## src/rtl/flit_sink_ctrl.sv

```systemverilog
// flit_sink_ctrl: traffic sink for one router output port.
// Tracks per-VC buffer occupancy, drains flits at an LFSR-throttled rate with
// round-robin VC selection, and returns credits as {valid, vc_idx}. Also checks
// the per-VC head/body/tail protocol, keeps sticky error flags and keeps
// clearable flit/packet counters.
//
// Optional feature: define FLIT_SINK_CTRL_LEN_CHECK_EN to build per-VC payload
// length checking (error_type_out[3]); without it error_type_out[3] stays 0.
//
// Ports:
//   clk, reset        clock, asynchronous active-high reset
//   enable            drain enable (no pops and no credits when low)
//   flit_valid_in     flit present this cycle
//   flit_head_in      head flit
//   flit_tail_in      tail flit (head+tail = single-flit packet)
//   flit_sel_in_ivc   one-hot target VC
//   clear_stats       synchronous clear of counters and error flags
//   flow_ctrl_out     registered credit {valid, vc index}
//   empty_out_ivc     per-VC occupancy == 0
//   flit_count_out    flits popped (saturating)
//   pkt_count_out     tails accepted (saturating)
//   error_out_ivc     sticky per-VC error
//   error_type_out    sticky error kinds: [0] overflow, [1] head in packet,
//                     [2] body outside packet, [3] payload length
module flit_sink_ctrl #(
    parameter int unsigned num_vcs            = 8,
    parameter int unsigned buffer_size        = 64,
    parameter int unsigned consume_rate       = 256,
    parameter logic [15:0] lfsr_seed          = 16'hACE1,
    parameter int unsigned stat_width         = 32,
    parameter int unsigned max_payload_length = 4,
    parameter int unsigned min_payload_length = 0,
    localparam int unsigned vc_idx_width      = (num_vcs > 1) ? $clog2(num_vcs) : 1
) (
    input  logic                    clk,
    input  logic                    reset,
    input  logic                    enable,
    input  logic                    flit_valid_in,
    input  logic                    flit_head_in,
    input  logic                    flit_tail_in,
    input  logic [num_vcs-1:0]      flit_sel_in_ivc,
    input  logic                    clear_stats,
    output logic [vc_idx_width:0]   flow_ctrl_out,
    output logic [num_vcs-1:0]      empty_out_ivc,
    output logic [stat_width-1:0]   flit_count_out,
    output logic [stat_width-1:0]   pkt_count_out,
    output logic [num_vcs-1:0]      error_out_ivc,
    output logic [3:0]              error_type_out
);

    localparam int unsigned depth     = buffer_size / num_vcs;
    localparam int unsigned occ_width = $clog2(depth + 1);
    // An all-zero LFSR would lock up, so a zero seed is replaced by 1.
    localparam logic [15:0] lfsr_init = (lfsr_seed == 16'd0) ? 16'd1 : lfsr_seed;

    // Elaboration-time parameter sanity check.
    if (depth < 1 || (buffer_size % num_vcs) != 0 || consume_rate > 256 ||
        min_payload_length > max_payload_length || stat_width < 1) begin : g_bad_params
        $error("flit_sink_ctrl: invalid parameter combination");
    end

    typedef enum logic {
        ST_IDLE   = 1'b0,
        ST_IN_PKT = 1'b1
    } pkt_state_e;

    logic [occ_width-1:0]    occ_q [num_vcs];
    logic [occ_width-1:0]    occ_d [num_vcs];
    logic [15:0]             lfsr_q;
    logic                    lfsr_fb_c;
    logic                    consume_c;
    logic [vc_idx_width-1:0] rr_ptr_q;
    logic                    grant_valid_c;
    logic [vc_idx_width-1:0] grant_idx_c;
    logic [num_vcs-1:0]      push_c;
    logic [num_vcs-1:0]      pop_c;
    logic [num_vcs-1:0]      ovf_c;
    pkt_state_e              state_q [num_vcs];
    pkt_state_e              state_d [num_vcs];
    logic [num_vcs-1:0]      pkt_done_c;
    logic [num_vcs-1:0]      err_head_c;
    logic [num_vcs-1:0]      err_body_c;
    logic [num_vcs-1:0]      err_len_c;

    // Throttle: Fibonacci LFSR, taps 16,14,13,11; 9-bit compare so rate 256 always drains.
    assign lfsr_fb_c = lfsr_q[15] ^ lfsr_q[13] ^ lfsr_q[12] ^ lfsr_q[10];
    assign consume_c = ({1'b0, lfsr_q[7:0]} < 9'(consume_rate));

    assign push_c = flit_valid_in ? flit_sel_in_ivc : '0;

    // Round-robin grant: rr_ptr_q holds the first VC to try (one past the last grant).
    // Eligibility uses registered empty flags, so a flit pushed this cycle cannot pop.
    always_comb begin
        logic [vc_idx_width-1:0] cand;
        grant_valid_c = 1'b0;
        grant_idx_c   = '0;
        cand          = '0;
        if (enable && consume_c) begin
            for (int unsigned i = 0; i < num_vcs; i++) begin
                cand = vc_idx_width'((32'(rr_ptr_q) + i) % num_vcs);
                if (!grant_valid_c && !empty_out_ivc[cand]) begin
                    grant_valid_c = 1'b1;
                    grant_idx_c   = cand;
                end
            end
        end
    end

    // Occupancy next-state; a same-cycle push and pop cancel out.
    always_comb begin
        for (int unsigned i = 0; i < num_vcs; i++) begin
            pop_c[i] = grant_valid_c && (grant_idx_c == vc_idx_width'(i));
            occ_d[i] = occ_q[i];
            ovf_c[i] = 1'b0;
            if (push_c[i] && !pop_c[i]) begin
                if (occ_q[i] == occ_width'(depth)) begin
                    ovf_c[i] = 1'b1;
                end else begin
                    occ_d[i] = occ_q[i] + occ_width'(1);
                end
            end else if (!push_c[i] && pop_c[i]) begin
                occ_d[i] = occ_q[i] - occ_width'(1);
            end
        end
    end

    // Occupancy, LFSR, arbiter pointer and credit registers.
    always_ff @(posedge clk or posedge reset) begin
        if (reset) begin
            for (int unsigned i = 0; i < num_vcs; i++) begin
                occ_q[i] <= '0;
            end
            empty_out_ivc <= '1;
            lfsr_q        <= lfsr_init;
            rr_ptr_q      <= '0;
            flow_ctrl_out <= '0;
        end else begin
            for (int unsigned i = 0; i < num_vcs; i++) begin
                occ_q[i]         <= occ_d[i];
                empty_out_ivc[i] <= (occ_d[i] == '0);
            end
            lfsr_q <= {lfsr_q[14:0], lfsr_fb_c};
            if (grant_valid_c) begin
                rr_ptr_q      <= vc_idx_width'((32'(grant_idx_c) + 32'd1) % num_vcs);
                flow_ctrl_out <= {1'b1, grant_idx_c};
            end else begin
                flow_ctrl_out <= '0;
            end
        end
    end

    // Packet FSM: state register.
    always_ff @(posedge clk or posedge reset) begin
        if (reset) begin
            for (int unsigned i = 0; i < num_vcs; i++) begin
                state_q[i] <= ST_IDLE;
            end
        end else begin
            for (int unsigned i = 0; i < num_vcs; i++) begin
                state_q[i] <= state_d[i];
            end
        end
    end

    // Packet FSM: next state. A head inside a packet restarts the packet.
    always_comb begin
        for (int unsigned i = 0; i < num_vcs; i++) begin
            state_d[i] = state_q[i];
            if (push_c[i]) begin
                case (state_q[i])
                    ST_IDLE:   if (flit_head_in && !flit_tail_in) state_d[i] = ST_IN_PKT;
                    ST_IN_PKT: if (flit_tail_in) state_d[i] = ST_IDLE;
                    default:   state_d[i] = ST_IDLE;
                endcase
            end
        end
    end

    // Packet FSM: protocol events. Stray non-head flits in IDLE never count as packets.
    always_comb begin
        for (int unsigned i = 0; i < num_vcs; i++) begin
            pkt_done_c[i] = 1'b0;
            err_head_c[i] = 1'b0;
            err_body_c[i] = 1'b0;
            if (push_c[i]) begin
                case (state_q[i])
                    ST_IDLE: begin
                        if (!flit_head_in) begin
                            err_body_c[i] = 1'b1;
                        end else if (flit_tail_in) begin
                            pkt_done_c[i] = 1'b1;
                        end
                    end
                    ST_IN_PKT: begin
                        err_head_c[i] = flit_head_in;
                        pkt_done_c[i] = flit_tail_in;
                    end
                    default: ;
                endcase
            end
        end
    end

`ifdef FLIT_SINK_CTRL_LEN_CHECK_EN
    localparam int unsigned pay_width = $clog2(max_payload_length + 2);
    // Counter saturates one past the maximum; reaching it flags the packet once.
    localparam logic [pay_width-1:0] pay_limit = pay_width'(max_payload_length + 1);

    logic [pay_width-1:0] pay_q [num_vcs];
    logic [pay_width-1:0] pay_d [num_vcs];

    // Payload = non-head flits of the current packet, tail included.
    always_comb begin
        logic [pay_width-1:0] pay_new;
        logic                 in_pkt;
        logic                 flagged;
        pay_new = '0;
        in_pkt  = 1'b0;
        flagged = 1'b0;
        for (int unsigned i = 0; i < num_vcs; i++) begin
            pay_d[i]     = pay_q[i];
            err_len_c[i] = 1'b0;
            in_pkt       = (state_q[i] == ST_IN_PKT);
            flagged      = in_pkt && !flit_head_in && (pay_q[i] == pay_limit);
            if (push_c[i] && (flit_head_in || in_pkt)) begin
                if (flit_head_in) begin
                    pay_new = '0;
                end else if (pay_q[i] == pay_limit) begin
                    pay_new = pay_q[i];
                end else begin
                    pay_new = pay_q[i] + pay_width'(1);
                end
                pay_d[i] = pay_new;
                if (flit_tail_in) begin
                    err_len_c[i] = !flagged &&
                        (((32'(pay_new) + 32'd1) <= min_payload_length) ||
                         (32'(pay_new) > max_payload_length));
                end else begin
                    err_len_c[i] = !flagged && (pay_new == pay_limit);
                end
            end
        end
    end

    always_ff @(posedge clk or posedge reset) begin
        if (reset) begin
            for (int unsigned i = 0; i < num_vcs; i++) begin
                pay_q[i] <= '0;
            end
        end else begin
            for (int unsigned i = 0; i < num_vcs; i++) begin
                pay_q[i] <= pay_d[i];
            end
        end
    end
`else
    assign err_len_c = '0;
`endif

    // Statistics and sticky errors; clear_stats wins over same-cycle updates.
    always_ff @(posedge clk or posedge reset) begin
        if (reset) begin
            flit_count_out <= '0;
            pkt_count_out  <= '0;
            error_out_ivc  <= '0;
            error_type_out <= '0;
        end else if (clear_stats) begin
            flit_count_out <= '0;
            pkt_count_out  <= '0;
            error_out_ivc  <= '0;
            error_type_out <= '0;
        end else begin
            if (grant_valid_c && (flit_count_out != '1)) begin
                flit_count_out <= flit_count_out + stat_width'(1);
            end
            if ((|pkt_done_c) && (pkt_count_out != '1)) begin
                pkt_count_out <= pkt_count_out + stat_width'(1);
            end
            error_type_out <= error_type_out |
                              {|err_len_c, |err_head_c, |err_body_c, |ovf_c};
            error_out_ivc  <= error_out_ivc | ovf_c | err_head_c | err_body_c | err_len_c;
        end
    end

endmodule

```

## config.mk

```make
export PLATFORM = sky130hd
export DESIGN_NAME = flit_sink_ctrl
export DESIGN_NICKNAME = d
export VERILOG_FILES = /design/src/rtl/flit_sink_ctrl.sv
export SDC_FILE = /design/constraint.sdc
export NUM_CORES = 1
export LEC_CHECK = 0
export CORE_ASPECT_RATIO = 0.9
export CORE_MARGIN = 1.5
export CORE_UTILIZATION = 45
export DETAILED_ROUTE_END_ITERATION = 7
export GPL_ROUTABILITY_DRIVEN = 0
export PLACE_DENSITY = 0.71
export SETUP_SLACK_MARGIN = 0.3
export SLEW_MARGIN = 20
export SYNTH_ARGS = -nofsm -noshare
export SYNTH_HDL_FRONTEND = slang
export SYNTH_SLANG_ARGS = --single-unit
```

## constraint.sdc

```tcl
create_clock -name clk -period 11.94 [get_ports clk]
set_clock_uncertainty 0.05 [all_clocks]
set_input_delay 2.388 -clock clk [delete_from_list [all_inputs] [get_ports clk]]
set_output_delay 2.388 -clock clk [all_outputs]
set_load 0.01 [all_outputs]
```

## Yosys cells after proc, flatten, opt, wreduce, memory -nomap -nowiden

Cells that the tools add are included.

- Register bits after elaboration: 131
- Input port bits: 15
- Word-level logic and storage cells: 316
- Output and inout port bits: 88

- Muxes and demuxes: 150
- Order comparisons: 8
- Equality and inequality tests: 17
- Add/subtract/negate cells: 26
- Bitwise logic cells: 12
- Reductions and logical operators: 80

Operator list:

| cell | count |
|---|---|
| $mux 32 | 4 |
| $mux 4 | 26 |
| $mux 1 | 85 |
| $add 32x1->32 const B | 2 |
| $ne 32x32->1 const B | 2 |
| $logic_and 1x1->1 | 34 |
| $add 4x1->4 const B | 8 |
| $eq 4x4->1 const B | 8 |
| $logic_not 4->1 | 8 |
| $lt 3x4->1 const B | 8 |
| $pmux 1 s2 | 16 |
| $reduce_or 8->1 | 4 |
| $sub 4x1->4 const B | 8 |
| $logic_not 1->1 | 31 |
| $mux 3 | 9 |
| $bmux 1 s3 | 8 |
| $or 8x8->8 | 3 |
| $mux 8 | 2 |
| $add 3x3->3 const B | 4 |
| $eq 3x3->1 const B | 4 |
| $not 1->1 | 8 |
| $add 3x1->3 const B | 2 |
| $add 3x2->3 const B | 2 |
| $eq 3x2->1 const B | 2 |
| 4 further kinds | 5 |

## Longest topological paths before layout

- Depth after elaboration: 41
- Gate-level depth with buffers: 20
- Gate-level depth less buffers: 16

## Worst setup path after synthesis

No wires, ideal clock.

- Kind: input port to flip-flop
- Start: input port flit_head_in
- End: register pkt_count_out[23]
- Arrival time: 4.829 ns
- Slack: 6.983 ns
- Stages: 11
- Data required time: 11.812 ns
- Cell sequence: clkbuf_1 > buf_1 > o21ai_0 > nand4_1 > o211ai_1 > a31oi_1 > and4_1 > and2_1 > nand2_1 > or3_1 > a21oi_1

- Longest elaborated chain between the ends: 6
- Elaborated cells on any way between the ends: 20
- Classes of those cells: mux (17); reduce/logical (3)

RTL lines:

| what | line | source |
|---|---|---|
| start: declaration | 39 | `input logic flit_head_in,` |
| $mux 1 (*) | 188 | `if (!flit_head_in) begin` |
| $pmux 1 s2 | 186 | `case (state_q[i])` |
| $mux 1 | 185 | `if (push_c[i]) begin` |
| $reduce_or 8->1 (*) | 276 | `if ((\|pkt_done_c) && (pkt_count_out != '1)) begin` |
| $logic_and 1x1->1 (*) | 276 |  |
| $reduce_bool 2->1 (no source line) (*) | - |  |
| end signal: assignment | 277 | `pkt_count_out <= pkt_count_out + stat_width'(1);` |
| end: declaration | 46 | `output logic [stat_width-1:0] pkt_count_out,` |

Mark *: on every way between the ends. The rest lies on a longest branch, timed or not.
A chain may end at the register's enable or synchronous reset.

## Final worst setup path

- Start: register rr_ptr_q[1]
- End: register empty_out_ivc[5]

- Longest elaborated chain between the ends: 38
- Elaborated cells on any way between the ends: 77
- Classes of those cells: add/sub (7); eq/ne (1); mux (43); reduce/logical (26)

RTL lines:

| what | line | source |
|---|---|---|
| start: declaration | 72 | `logic [vc_idx_width-1:0] rr_ptr_q;` |
| start signal: assignment | 144 | `rr_ptr_q <= vc_idx_width'((32'(grant_idx_c) + 32'd1) % num_vcs);` |
| parallel branches: the longest is 33 deep, another holds $add 3x1->3 | - |  |
| $logic_and 1x1->1 (*) | 112 | `pop_c[i] = grant_valid_c && (grant_idx_c == vc_idx_width'(i));` |
| $logic_and 1x1->1 or $logic_not 1->1 (tied branches) | 121, 115 |  |
| $mux 4 or $logic_and 1x1->1 (tied branches) | 121, 115 |  |
| $mux 4 (*) | 115 | `if (push_c[i] && !pop_c[i]) begin` |
| $logic_not 4->1 (*) | 140 | `empty_out_ivc[i] <= (occ_d[i] == '0);` |
| end signal: indexed assignment | 140 |  |
| end: declaration | 44 | `output logic [num_vcs-1:0] empty_out_ivc,` |

Mark *: on every way between the ends. The select of a mux whose other input is x is not followed.

==> key figures <==
Synthesis
  – Most frequent cell after synthesis: dfrtp_1
  – YS warnings: 0
  – Seq/Total Area, Yosys: 39.1%
  – Register bit total from synthesis: 130
  – Distinct cells, synth: 85
  – Synth top area cells: dfrtp_1 37%, nor2_1 4.9%, xnor2_1 4.6%
  – Avg Cell Area, Syn: 9.39 sq um
  – Number of enable flip-flop cells after synthesis: 0
  – Post-synth ARST share: 100%
  – Main synth FF type: dfrtp_1
  – Mapped Area: 8350 sq um
  – Mapped Cells: 889
  – Area share of the largest cell type after synthesis: 36.6%
  – Mapped Nets: 929
  – Largest area contributor in the netlist: dfrtp_1
  – Top cells by count, synth: 122 x dfrtp_1, 110 x nor2_1, 60 x a21oi_1, 55 x nand2_1, 44 x xnor2_1

Critical path
  – Worst R2R Start: rr_ptr_q[1]
  – Setup crit start kind: flip-flop
  – FF-to-FF path depth: 15
  – Critical Path Fanout Max: 20
  – Slowest-stage cell, CP: dfrtp_1
  – Slowest cell delay on critical path: 930 ps
  – Crit end category: flip-flop
  – Setup CP Type: reg2reg
  – Crit path cell chain: inv_1 > ha_1 > mux4_2 > o22ai_1 > o22ai_2 > o2111ai_1 > a21oi_1 > a31o_1 > and2_1 > ha_1 > o211ai_2 > and2_1 > a22o_1 > xnor2_1 > a211oi_1
  – Worst R2R End: empty_out_ivc[5]
  – Critical Path RT: 12160 ps
  – FF-to-FF setup slack: 6260 ps
  – CP Data Arrival Time: 5890 ps

Placement
  – Dpl cells: 1200
  – I/O Buffers: 101
  – Post-detail-place hpwl: 14000 microns

Floorplanning
  – Die Ht: 132 microns
  – CORE AREA: 18300 sq um
  – Die Area: 19400 sq um
  – Starting density of the core: 45.7%
  – Die Width: 147 microns
  – FP Rows: 47
  – I/O pin cnt: 103

Timing
  – Min Tclk post-route: 5680 ps
  – Slew HR: 32.5%
  – Worst-margin pin slew: 1010 ps
  – Peak Freq: 176 MHz
  – Hold Vio Cnt, Final: 0
  – Final Max Slew Viols: 0
  – RSZ-0062 raised after global routing: false
  – Fin crit share: 47.6%
  – Final setup violation count: 0
  – Setup TNS: 0 ps

Clocking
  – PostCTS Resize Cnt: 0
  – Maximum root-to-sink buffer count: 2
  – TritonCTS buffer count: 17
  – Clock slew at reported path FFs: 60 ps
  – Post-CTS Hold Fix Bufs: 0
  – H-tree level count: 4
  – CTS tree: done
  – Clock root cell: clkbuf_16
  – Later-pin clock latency in the skew report: 420 ps
  – Clock sinks: 130
  – Post-CTS Setup Bufs: 0

Pwr
  – Static Leak: 4.10 nW
  – Worst VDD drop: 0.129 mV
  – PD cells: 210 nW/um^2

Cells and area
  – Fin cells: 1232
  – Inserted Diodes: 0
  – NumNets Final: 1014
  – Fin util: 55.4%
  – Share of cells above drive strength 1: 9.63%
  – Area Growth Syn to Fin: 21.4%

Route
  – Via density: 5.75
  – Vias: 7085
  – Drt total wl: 20200 microns
  – DRT iter0 DRCs: 434
  – DR WL/cell: 16.4 microns
  – DRT antenna net count: 0
  – First-pass DRT Iterations: 5
  – Residual DRC: 0

Outcome
  – Status: complete, no violations

Hold path
  – Worst Hold End: error_out_ivc[5]
  – Hold Startpoint: error_out_ivc[5]
  – HP Class: reg2reg
  – Hold Crit Depth: 2

Global routing
  – GRT Util Overall: 21.5%
  – First-pass GRT wire length: 33800 microns
  – Antenna violations before repair: 0
  – Number of global-route vias before repair: 6527
  – Total congestion overflow: 0
  – Largest net degree at the start of global routing: 79

Job
  – Max Cap Viol: 0
[report_power, final]
part	switching, mW	total [mW]	internal, mW	leakage (nW)
combinational	0.498	0.896	0.399	2.11
sequential	0.143	0.676	0.533	1.68
clock	0.198	0.553	0.355	0.301
[stage by stage]
step                hold WS (ps)  power, mW  setup WS [ps]  cell area (sq um)
floorplan                    404       1.36           6050               8350
global placement             433       1.55           6070               9510
detailed placement           441       1.57           5940               9510
CTS                          455       2.13           6340              10100
global route                 459       2.26           5900              10100
finish                       453       2.13           6260              10100
[worst max-delay path by stage]
stage	cells after the start	start	slack, ps	end
2_1_floorplan	1	reset	6050	error_out_ivc[0]
3_3_place_gp	11	flit_head_in	6070	pkt_count_out[31]
3_5_place_dp	10	flit_head_in	5940	pkt_count_out[23]
4_1_cts	16	rr_ptr_q[1]	6340	empty_out_ivc[6]
5_1_grt	15	rr_ptr_q[1]	5900	empty_out_ivc[1]
6_report	15	rr_ptr_q[1]	6260	empty_out_ivc[5]
[area by class of cell]
cell class | instances | area (sq um)
tap | 245 | 307
inverter | 37 | 144
sequential | 130 | 3260
timing repair buffer | 105 | 1040
fill | 1589 | 8150
multi-input combinational | 683 | 4760
clock buffer | 20 | 447
clock inverter | 12 | 180
[sequential cells by signal, summed over array words and instances (netlist names)]
register,flops
empty_out_ivc,8
error_out_ivc,8
error_type_out,3
flit_count_out,32
flow_ctrl_out,4
occ_q,32
pkt_count_out,32
rr_ptr_q,3
state_q,8
[worst max-delay path, delay by kind of cell (launching register included)]
family / cells / cell delay [ps]
XOR/XNOR: 1 / 130
flip-flops: 1 / 930
AO/OA/AOI/OAI: 8 / 2140
adder cells (fa/ha/maj): 2 / 1000
buffers and inverters: 1 / 240
multiplexers: 1 / 470
AND/OR/NAND/NOR: 2 / 550
[layout by cell type (no fill, tap or decap), types with 6 or more instances in the layout]
master           count
mux2i_1             17
a21oi_1             60
nor2_1             110
and2_1              16
nand3_1             42
nand2b_1             6
nor4_1              10
clkdlybuf4s50_1    100
a31oi_1             10
and3_1              16
mux4_2              16
dfrtp_1            122
dfstp_2              8
clkbuf_16           17
o22ai_1              8
nand2_1             55
o21ai_0             36
ha_1                25
or3_1                7
and4_1              11
inv_1               34
xnor2_1             44
a211oi_1            12
nand4_1             18
o211ai_1             9
xor2_1              43
nor3_1              17
[cell families (layout without fill, tap and decap cells)]
kind of cell             after synthesis  count (layout)  synth area share, %
multiplexers                          43              43                 8.05
other                                  1               1               0.0449
XOR/XNOR                              90              90                 9.71
AND/OR/NAND/NOR                      333             333                 20.2
flip-flops                           130             130                 39.1
adder cells (fa/ha/maj)               25              25                 3.75
buffers and inverters                 76             174                 3.94
AO/OA/AOI/OAI                        191             191                 15.3
[per-layer routing]
layer	wire, microns	vias to the layer above	part of all wire (%)	track usage, %
met4	208	0	1.0	4.94
met1	9670	3456	48	32.1
met2	9150	209	45	31.8
met5	0	-	0	0
met3	1210	23	6.0	4.98
li1	-	3397	-	-
No activity file was read; power rests on OpenSTA's default activity.
